File: src/rtl/serial_chunk_adder_if.sv
// rtl/serial_chunk_adder_if.sv - start/busy/done operand and result bundle for serial_chunk_adder
interface serial_chunk_adder_if #(
  parameter int WIDTH = 8
);
  logic             start;
  logic [WIDTH-1:0] a;
  logic [WIDTH-1:0] b;
  logic             cin;
  logic             busy;
  logic             done;
  logic [WIDTH-1:0] sum;
  logic             cout;

  modport master (
    output start, a, b, cin,
    input  busy, done, sum, cout
  );

  modport slave (
    input  start, a, b, cin,
    output busy, done, sum, cout
  );
endinterface

File: src/rtl/serial_chunk_adder.sv
// rtl/serial_chunk_adder.sv - multi-cycle adder, DIGIT bits per clock, LSB chunk first
module serial_chunk_adder #(
  parameter int WIDTH = 8,
  parameter int DIGIT = 1
) (
  input logic                 clk,
  input logic                 rst_n,
  serial_chunk_adder_if.slave bus
);

  localparam int NCHUNK = WIDTH / DIGIT;
  localparam int CW     = $clog2(NCHUNK) + 1;
  localparam logic [CW-1:0] LAST = CW'(NCHUNK - 1);

  if (DIGIT < 1 || DIGIT > WIDTH || (WIDTH % DIGIT) != 0) begin : g_bad_digit
    $error("serial_chunk_adder: DIGIT must divide WIDTH and lie in 1..WIDTH");
  end

  if ($bits(bus.a) != WIDTH) begin : g_bad_if_width
    $error("serial_chunk_adder: interface WIDTH does not match adder WIDTH");
  end

  typedef enum logic [1:0] {
    S_IDLE,
    S_RUN,
    S_DONE
  } state_t;

  state_t           state_q, state_d;
  logic [WIDTH-1:0] a_q, a_d;
  logic [WIDTH-1:0] b_q, b_d;
  logic             carry_q, carry_d;
  logic [CW-1:0]    cnt_q, cnt_d;
  logic [WIDTH-1:0] sum_q, sum_d;
  logic             cout_q, cout_d;

  logic [DIGIT:0]   chunk;
  logic [WIDTH-1:0] sum_next;

  // Adds the current low chunk of both operands plus the carry held from the previous chunk
  always_comb begin
    chunk = {1'b0, a_q[DIGIT-1:0]} + {1'b0, b_q[DIGIT-1:0]} + {{DIGIT{1'b0}}, carry_q};
  end

  if (DIGIT == WIDTH) begin : g_single_chunk
    // Whole word in one chunk: the chunk result is the full sum
    always_comb begin
      sum_next = chunk[DIGIT-1:0];
    end
  end else begin : g_multi_chunk
    // New chunk enters at the top; after NCHUNK shifts the first chunk reaches bit 0
    always_comb begin
      sum_next = {chunk[DIGIT-1:0], sum_q[WIDTH-1:DIGIT]};
    end
  end

  // State, operand shift registers, carry, counter and result registers
  always_ff @(posedge clk or negedge rst_n) begin
    if (!rst_n) begin
      state_q <= S_IDLE;
      a_q     <= '0;
      b_q     <= '0;
      carry_q <= 1'b0;
      cnt_q   <= '0;
      sum_q   <= '0;
      cout_q  <= 1'b0;
    end else begin
      state_q <= state_d;
      a_q     <= a_d;
      b_q     <= b_d;
      carry_q <= carry_d;
      cnt_q   <= cnt_d;
      sum_q   <= sum_d;
      cout_q  <= cout_d;
    end
  end

  // Next-state logic: capture on start in IDLE/DONE, one chunk per cycle in RUN
  always_comb begin
    state_d = state_q;
    a_d     = a_q;
    b_d     = b_q;
    carry_d = carry_q;
    cnt_d   = cnt_q;
    sum_d   = sum_q;
    cout_d  = cout_q;
    case (state_q)
      S_IDLE, S_DONE: begin
        if (bus.start) begin
          a_d     = bus.a;
          b_d     = bus.b;
          carry_d = bus.cin;
          cnt_d   = '0;
          state_d = S_RUN;
        end else begin
          state_d = S_IDLE;
        end
      end
      S_RUN: begin
        sum_d   = sum_next;
        carry_d = chunk[DIGIT];
        a_d     = a_q >> DIGIT;
        b_d     = b_q >> DIGIT;
        cnt_d   = cnt_q + CW'(1);
        if (cnt_q == LAST) begin
          cout_d  = chunk[DIGIT];
          state_d = S_DONE;
        end
      end
      default: state_d = S_IDLE;
    endcase
  end

  assign bus.busy = (state_q == S_RUN);
  assign bus.done = (state_q == S_DONE);
  assign bus.sum  = sum_q;
  assign bus.cout = cout_q;

endmodule

File: src/flat_wrapper.sv
// flat-port wrapper written by rule: the top's interface ports become plain ports
module serial_chunk_adder_flat 
#(
  parameter int WIDTH = 8,
  parameter int DIGIT = 1
)
  (clk, rst_n, bus_start, bus_a, bus_b, bus_cin, bus_busy, bus_done, bus_sum, bus_cout);
  serial_chunk_adder_if #(.WIDTH(WIDTH)) bus_i ();
  input logic clk;
  input logic rst_n;
  input wire logic [$bits(bus_i.start)-1:0] bus_start;
  input wire logic [$bits(bus_i.a)-1:0] bus_a;
  input wire logic [$bits(bus_i.b)-1:0] bus_b;
  input wire logic [$bits(bus_i.cin)-1:0] bus_cin;
  output wire logic [$bits(bus_i.busy)-1:0] bus_busy;
  output wire logic [$bits(bus_i.done)-1:0] bus_done;
  output wire logic [$bits(bus_i.sum)-1:0] bus_sum;
  output wire logic [$bits(bus_i.cout)-1:0] bus_cout;
  assign bus_i.start = bus_start;
  assign bus_i.a = bus_a;
  assign bus_i.b = bus_b;
  assign bus_i.cin = bus_cin;
  assign bus_busy = bus_i.busy;
  assign bus_done = bus_i.done;
  assign bus_sum = bus_i.sum;
  assign bus_cout = bus_i.cout;
  serial_chunk_adder #(.WIDTH(WIDTH), .DIGIT(DIGIT)) u_core (.clk(clk), .rst_n(rst_n), .bus(bus_i));
endmodule
File: config.mk
export PLATFORM = sky130hd
export DESIGN_NAME = serial_chunk_adder_flat
export DESIGN_NICKNAME = d
export VERILOG_FILES = /design/src/rtl/serial_chunk_adder_if.sv /design/src/rtl/serial_chunk_adder.sv /design/src/flat_wrapper.sv
export SDC_FILE = /design/constraint.sdc
export NUM_CORES = 1
export LEC_CHECK = 0
export CAP_MARGIN = 20
export CORE_MARGIN = 4
export CORE_UTILIZATION = 40
export DETAILED_ROUTE_END_ITERATION = 10
export PLACE_DENSITY = 0.7
export SLEW_MARGIN = 20
export SYNTH_ARGS = -nofsm -noshare
export SYNTH_HDL_FRONTEND = slang
export SYNTH_SLANG_ARGS = --single-unit
File: constraint.sdc
create_clock -name clk -period 1.4 [get_ports clk]
set_input_delay 0.28 -clock clk [delete_from_list [all_inputs] [get_ports clk]]
set_output_delay 0.28 -clock clk [all_outputs]
set_load 0.02 [all_outputs]
== After elaboration in Yosys (flattened, before gate mapping) ==
Index checks and enable logic that the tools add are counted.

* Eq/ne operators: 5
* Muxes and demuxes: 11
* Reductions and logical operators: 5
* Add/subtract/negate cells: 3

{| class="wikitable"
|+ Operators by type and width
! operator !! count
|-
| one-hot mux 8 bit (2 select lines) || 2
|-
| two-way mux 8 bit || 2
|-
| one-hot mux 4 bit (2 select lines) || 1
|-
| adder 4 x 1 -> 4 bit, second input constant || 1
|-
| == test 4 x 3 -> 1 bit, second input constant || 1
|-
| two-way mux 4 bit || 1
|-
| one-hot mux 2 bit (2 select lines) || 1
|-
| AND reduction 2 bit || 2
|-
| adder 1 x 1 -> 2 bit || 1
|-
| adder 2 x 1 -> 2 bit || 1
|-
| == test 2 x 1 -> 1 bit, second input constant || 1
|-
| == test 2 bit, second input constant || 1
|-
| logical NOT 2 bit || 1
|-
| two-way mux 1 bit || 2
|-
| two-way mux 2 bit || 1
|-
| inequality test 2 x 1 -> 1 bit, second input constant || 1
|-
| inequality test 2 bit, second input constant || 1
|-
| one-hot mux 1 bit (2 select lines) || 1
|-
| nonzero test 2 bit || 1
|-
| OR reduction 2 bit || 1
|}

* Input port bits: 20
* Logic and storage cells: 31
* Register bits after elaboration: 32

== Depth between registers and ports, before layout ==
* Word-level depth: 4
* Gate-level depth with buffers: 5
* Mapped depth without buffers: 4

== Least setup slack after synthesis ==
No wires, ideal clock.

* Path type: flip-flop to flip-flop
* Start point: register u_core.cnt_q[0]
* End point: register u_core.cout_q (netlist: u_core.bus.cout)
* Period minus slack after synthesis: 1.264 ns
* Cell stages (with the launch flop): 5
* Required time: 1.272 ns
* Path buffers: 0
* Library setup time: 0.128 ns
* Data arrival time: 1.136 ns
* Path slack: 0.136 ns
* Path through: dfrtp_1 ha_1 nand2_1 nor3b_4 mux2_1

* Cells in the longest elaborated chain, start to end: 2

{| class="wikitable"
|+ Ends and longest elaborated chain
! element !! RTL line !! RTL
|-
| from (decl) || serial_chunk_adder.sv:33 || <nowiki>logic [CW-1:0] cnt_q, cnt_d;</nowiki>
|-
| from (signal assigned) || serial_chunk_adder.sv:72 || <nowiki>cnt_q <= cnt_d;</nowiki>
|-
| == test 4 x 3 -> 1 bit || serial_chunk_adder.sv:105 || <nowiki>if (cnt_q == LAST) begin</nowiki>
|-
| AND reduction 2 bit (no source line) || n/a ||
|-
| to (signal assigned) || serial_chunk_adder.sv:74 || <nowiki>cout_q <= cout_d;</nowiki>
|-
| to (decl) || serial_chunk_adder.sv:35 || <nowiki>logic cout_q, cout_d;</nowiki>
|}

Every way passes these cells.
A chain may end at the register's enable or synchronous reset.

== Final worst setup path ==
* Start point: register u_core.cnt_q[1]
* End point: register u_core.cout_q (netlist: u_core.bus.cout)

The elaborated chain is that of the path after synthesis.

==> results_dict.tcl <==
set metrics [dict create \
    status "finished, final reports clean" \
    gr-usage-all-layers_pct 13.0 \
    design_area_um2 1840 \
    synth_cell_types 19 \
    final.setup.tns_ns 0 \
    ys_ff_latch 32 \
    start_util_pct 41.5 \
    cts_tree "done" \
    synth_flop_cell "dfrtp_1" \
    p_per_area_nw_per_um2 2250 \
    ant_nets 0 \
    fp.dieArea_um2 4500 \
    place.gp.congestion 0.705 \
    arrival_ns 1.57 \
    syn_inst 99 \
    core_area_um2 3360 \
    rows 21 \
    io_buffers 30 \
    hold_viol 0 \
    hold_path_class "in2async" \
    synth_common_cells "32 x dfrtp_1, 19 x a22o_1, 15 x a21o_1" \
    yosysMostFrequentCell "dfrtp_1" \
    synth_top_area_share_pct 57.3 \
    synth-simple-area-share_pct 5.82 \
    final_layout_size_suffix_gt1_share_pct 22.3 \
    clockBufferDepth 2 \
    syn2layout_area_growth_pct 31.6 \
    critPathCaptureType "flip-flop" \
    grt_pass1_wl_um 4260 \
    crit_slowest_cell "dfrtp_1" \
    cts_inserted_buffers 5 \
    synth_seq_area_share_pct 57.3 \
    grt_max_degree 33 \
    die_y_um 67.1 \
    ys_warn_count 0 \
    worst_hold_slack_ns 0.310 \
    antenna_found_initial 0 \
    drt-initial-drc-count 38 \
    tightest_slew_ns 0.397 \
    cts.sinks 32 \
    async_flop_share_pct 100 \
    slew_violations 0 \
    synth_compound_area_share_pct 20.3 \
    cts_root_buf "clkbuf_4" \
    rsz0062_at_grt "true" \
    grt_overflow 0 \
    period_share_pct 96.4 \
    synthXorXnorAreaFrac_pct 0 \
    max_stage_delay_ns 0.39 \
    setup_viol 0 \
    routed_wl_um 2620 \
    crit_chain "ha_1, nand2_1, nor3b_4, mux2_4" \
    fmax_mhz 741 \
    nNetsFinal 160 \
    syn_area_um2 1400 \
    wl_per_cell_um 14.1 \
    antenna_cells 0 \
    post_dp_cell_area_um2 1770 \
    drt-pass1-iter-count 4 \
    criticalPathCategory "reg2reg" \
    die_x_um 67.1 \
    drv_cap 0 \
    vias 920 \
    dp_hpwl_um 1790 \
    drc 0 \
    synth_top_family_by_area "compound AO/OA/AOI/OAI gates" \
    yosysTopAreaCell "dfrtp_1" \
    cp_max_fo 3 \
    via_per_inst 4.97 \
    ctsHoldBuffers 0 \
    clock_skew_ns 0.00942 \
    io_pins 31 \
    synth.area.mux_share_pct 9.50 \
    synth_area_per_cell_um2 14.1 \
    synth_fp_nets 121 \
    yosys.area_share.adder_pct 2.33 \
    synth_edf_count 0 \
    p_leak_nw 0.929 \
    slew_headroom_pct 73.5 \
    period_minus_slack_ns 1.35 \
    worstSetupStartpointType "flip-flop" \
    vdd_ir_drop_max_mv 0.776 \
    grt_pass1_vias 957 \
    clk_pin_slew_ns 0.10 \
    cts_max_level 2 \
    synth_area_leaders "dfrtp_1 57%, a22o_1 12%, a21o_1 8.1%" \
    clock_latency_ns 0.32 \
    worstPathRequired_ns 1.62 \
]
## placed cells by master, fill, tap and decap left out, drive strengths merged
cell type,netlist,final
clkbuf,0,8
nand2,3,3
nor3b,1,1
dlygate4sd2,0,9
mux2,10,10
o21ai,1,1
a21o,15,15
dfrtp,32,32
buf,7,11
a22o,19,19
fa,1,1
mux2i,2,2
nand4,1,1
nor2b,4,4
ha,1,1
clkdlybuf4s50,0,19
nand2b,1,1
nor2,1,1
## worst max-delay path, delay by kind of cell (launching register included)
kind | cells | cell delay (ns)
AND/OR/NAND/NOR | 2 | 0.35
flip-flops | 1 | 0.39
adder cells (fa/ha/maj) | 1 | 0.19
multiplexers | 1 | 0.31
## path summary, 6_finish.rpt
check	startpoint	endpoint	slack [ns]	cells after the start
worst max-delay path	u_core.cnt_q[1]$_DFFE_PN0P_	u_core.bus.cout$_DFFE_PN0P_	0.05	4
worst min-delay path	rst_n	u_core.state_q[1]$_DFFE_PN0P_	0.31	2
worst max register to register	u_core.cnt_q[1]$_DFFE_PN0P_	u_core.bus.cout$_DFFE_PN0P_	0.05	4
worst min register to register	u_core.a_q[1]$_DFFE_PN0P_	u_core.a_q[1]$_DFFE_PN0P_	0.49	1
max in group asynchronous	rst_n	u_core.a_q[7]$_DFFE_PN0P_	0.91	2
min in group clk	u_core.a_q[1]$_DFFE_PN0P_	u_core.a_q[1]$_DFFE_PN0P_	0.49	1
## kinds of logic (layout without fill, tap and decap cells)
| group | count (synthesis) | after routing |
|---|---|---|
| and+or+nand+nor | 11 | 11 |
| adders and majority gates | 2 | 2 |
| muxes | 12 | 12 |
| AOI/OAI and AO/OA | 35 | 35 |
| buffers and inverters | 7 | 47 |
| DFF | 32 | 32 |
## through the flow
step	util, %	cells	total power [W]	setup WS [ns]
after floorplan	-	99	0.00305	0.136
after global placement	52.5	175	0.00358	-0.230
after detailed placement	52.5	175	0.00366	-0.239
after CTS	53.9	183	0.00412	0.00565
after global routing	54.7	185	0.00446	-0.0289
final	54.7	185	0.00414	0.0506
## per-layer routing
layer / vias up / wire, µm / track usage, %
met1: 453 / 1160 / 15.5
met3: 3 / 94 / 5.06
met2: 22 / 1360 / 20.7
li1: 442 / - / -
met4: 0 / 8 / 5.32
met5: - / 0 / 0
## report_power, final
| part | internal [W] | total [W] | switching (W) |
|---|---|---|---|
| Combinational | 0.00110 | 0.00197 | 0.000869 |
| Clock | 0.000248 | 0.000533 | 0.000285 |
| Sequential | 0.00136 | 0.00164 | 0.000278 |
| Total | 0.00270 | 0.00414 | 0.00143 |
## cell type report
cell class | count | area, µm²
clock buffers | 8 | 58.8
fillers | 338 | 1530
multi-input cells | 60 | 542
flip-flops and latches | 32 | 801
well taps | 46 | 57.6
repair buffers | 39 | 379
## sequential cells by signal (all words and copies together), names as in the netlist
name / count
u_core.carry_q: 1
u_core.bus.sum: 8
u_core.state_q: 2
u_core.a_q: 8
u_core.bus.cout: 1
u_core.cnt_q: 4
u_core.b_q: 8
## timing repair
item                       4_1_cts  5_1_grt
setup buffers                    0        2
setup endpoints to repair       13        3
gates resized for setup         19        3
pin swaps                        0        0
Note: power is estimated with default switching activity, not from simulation.
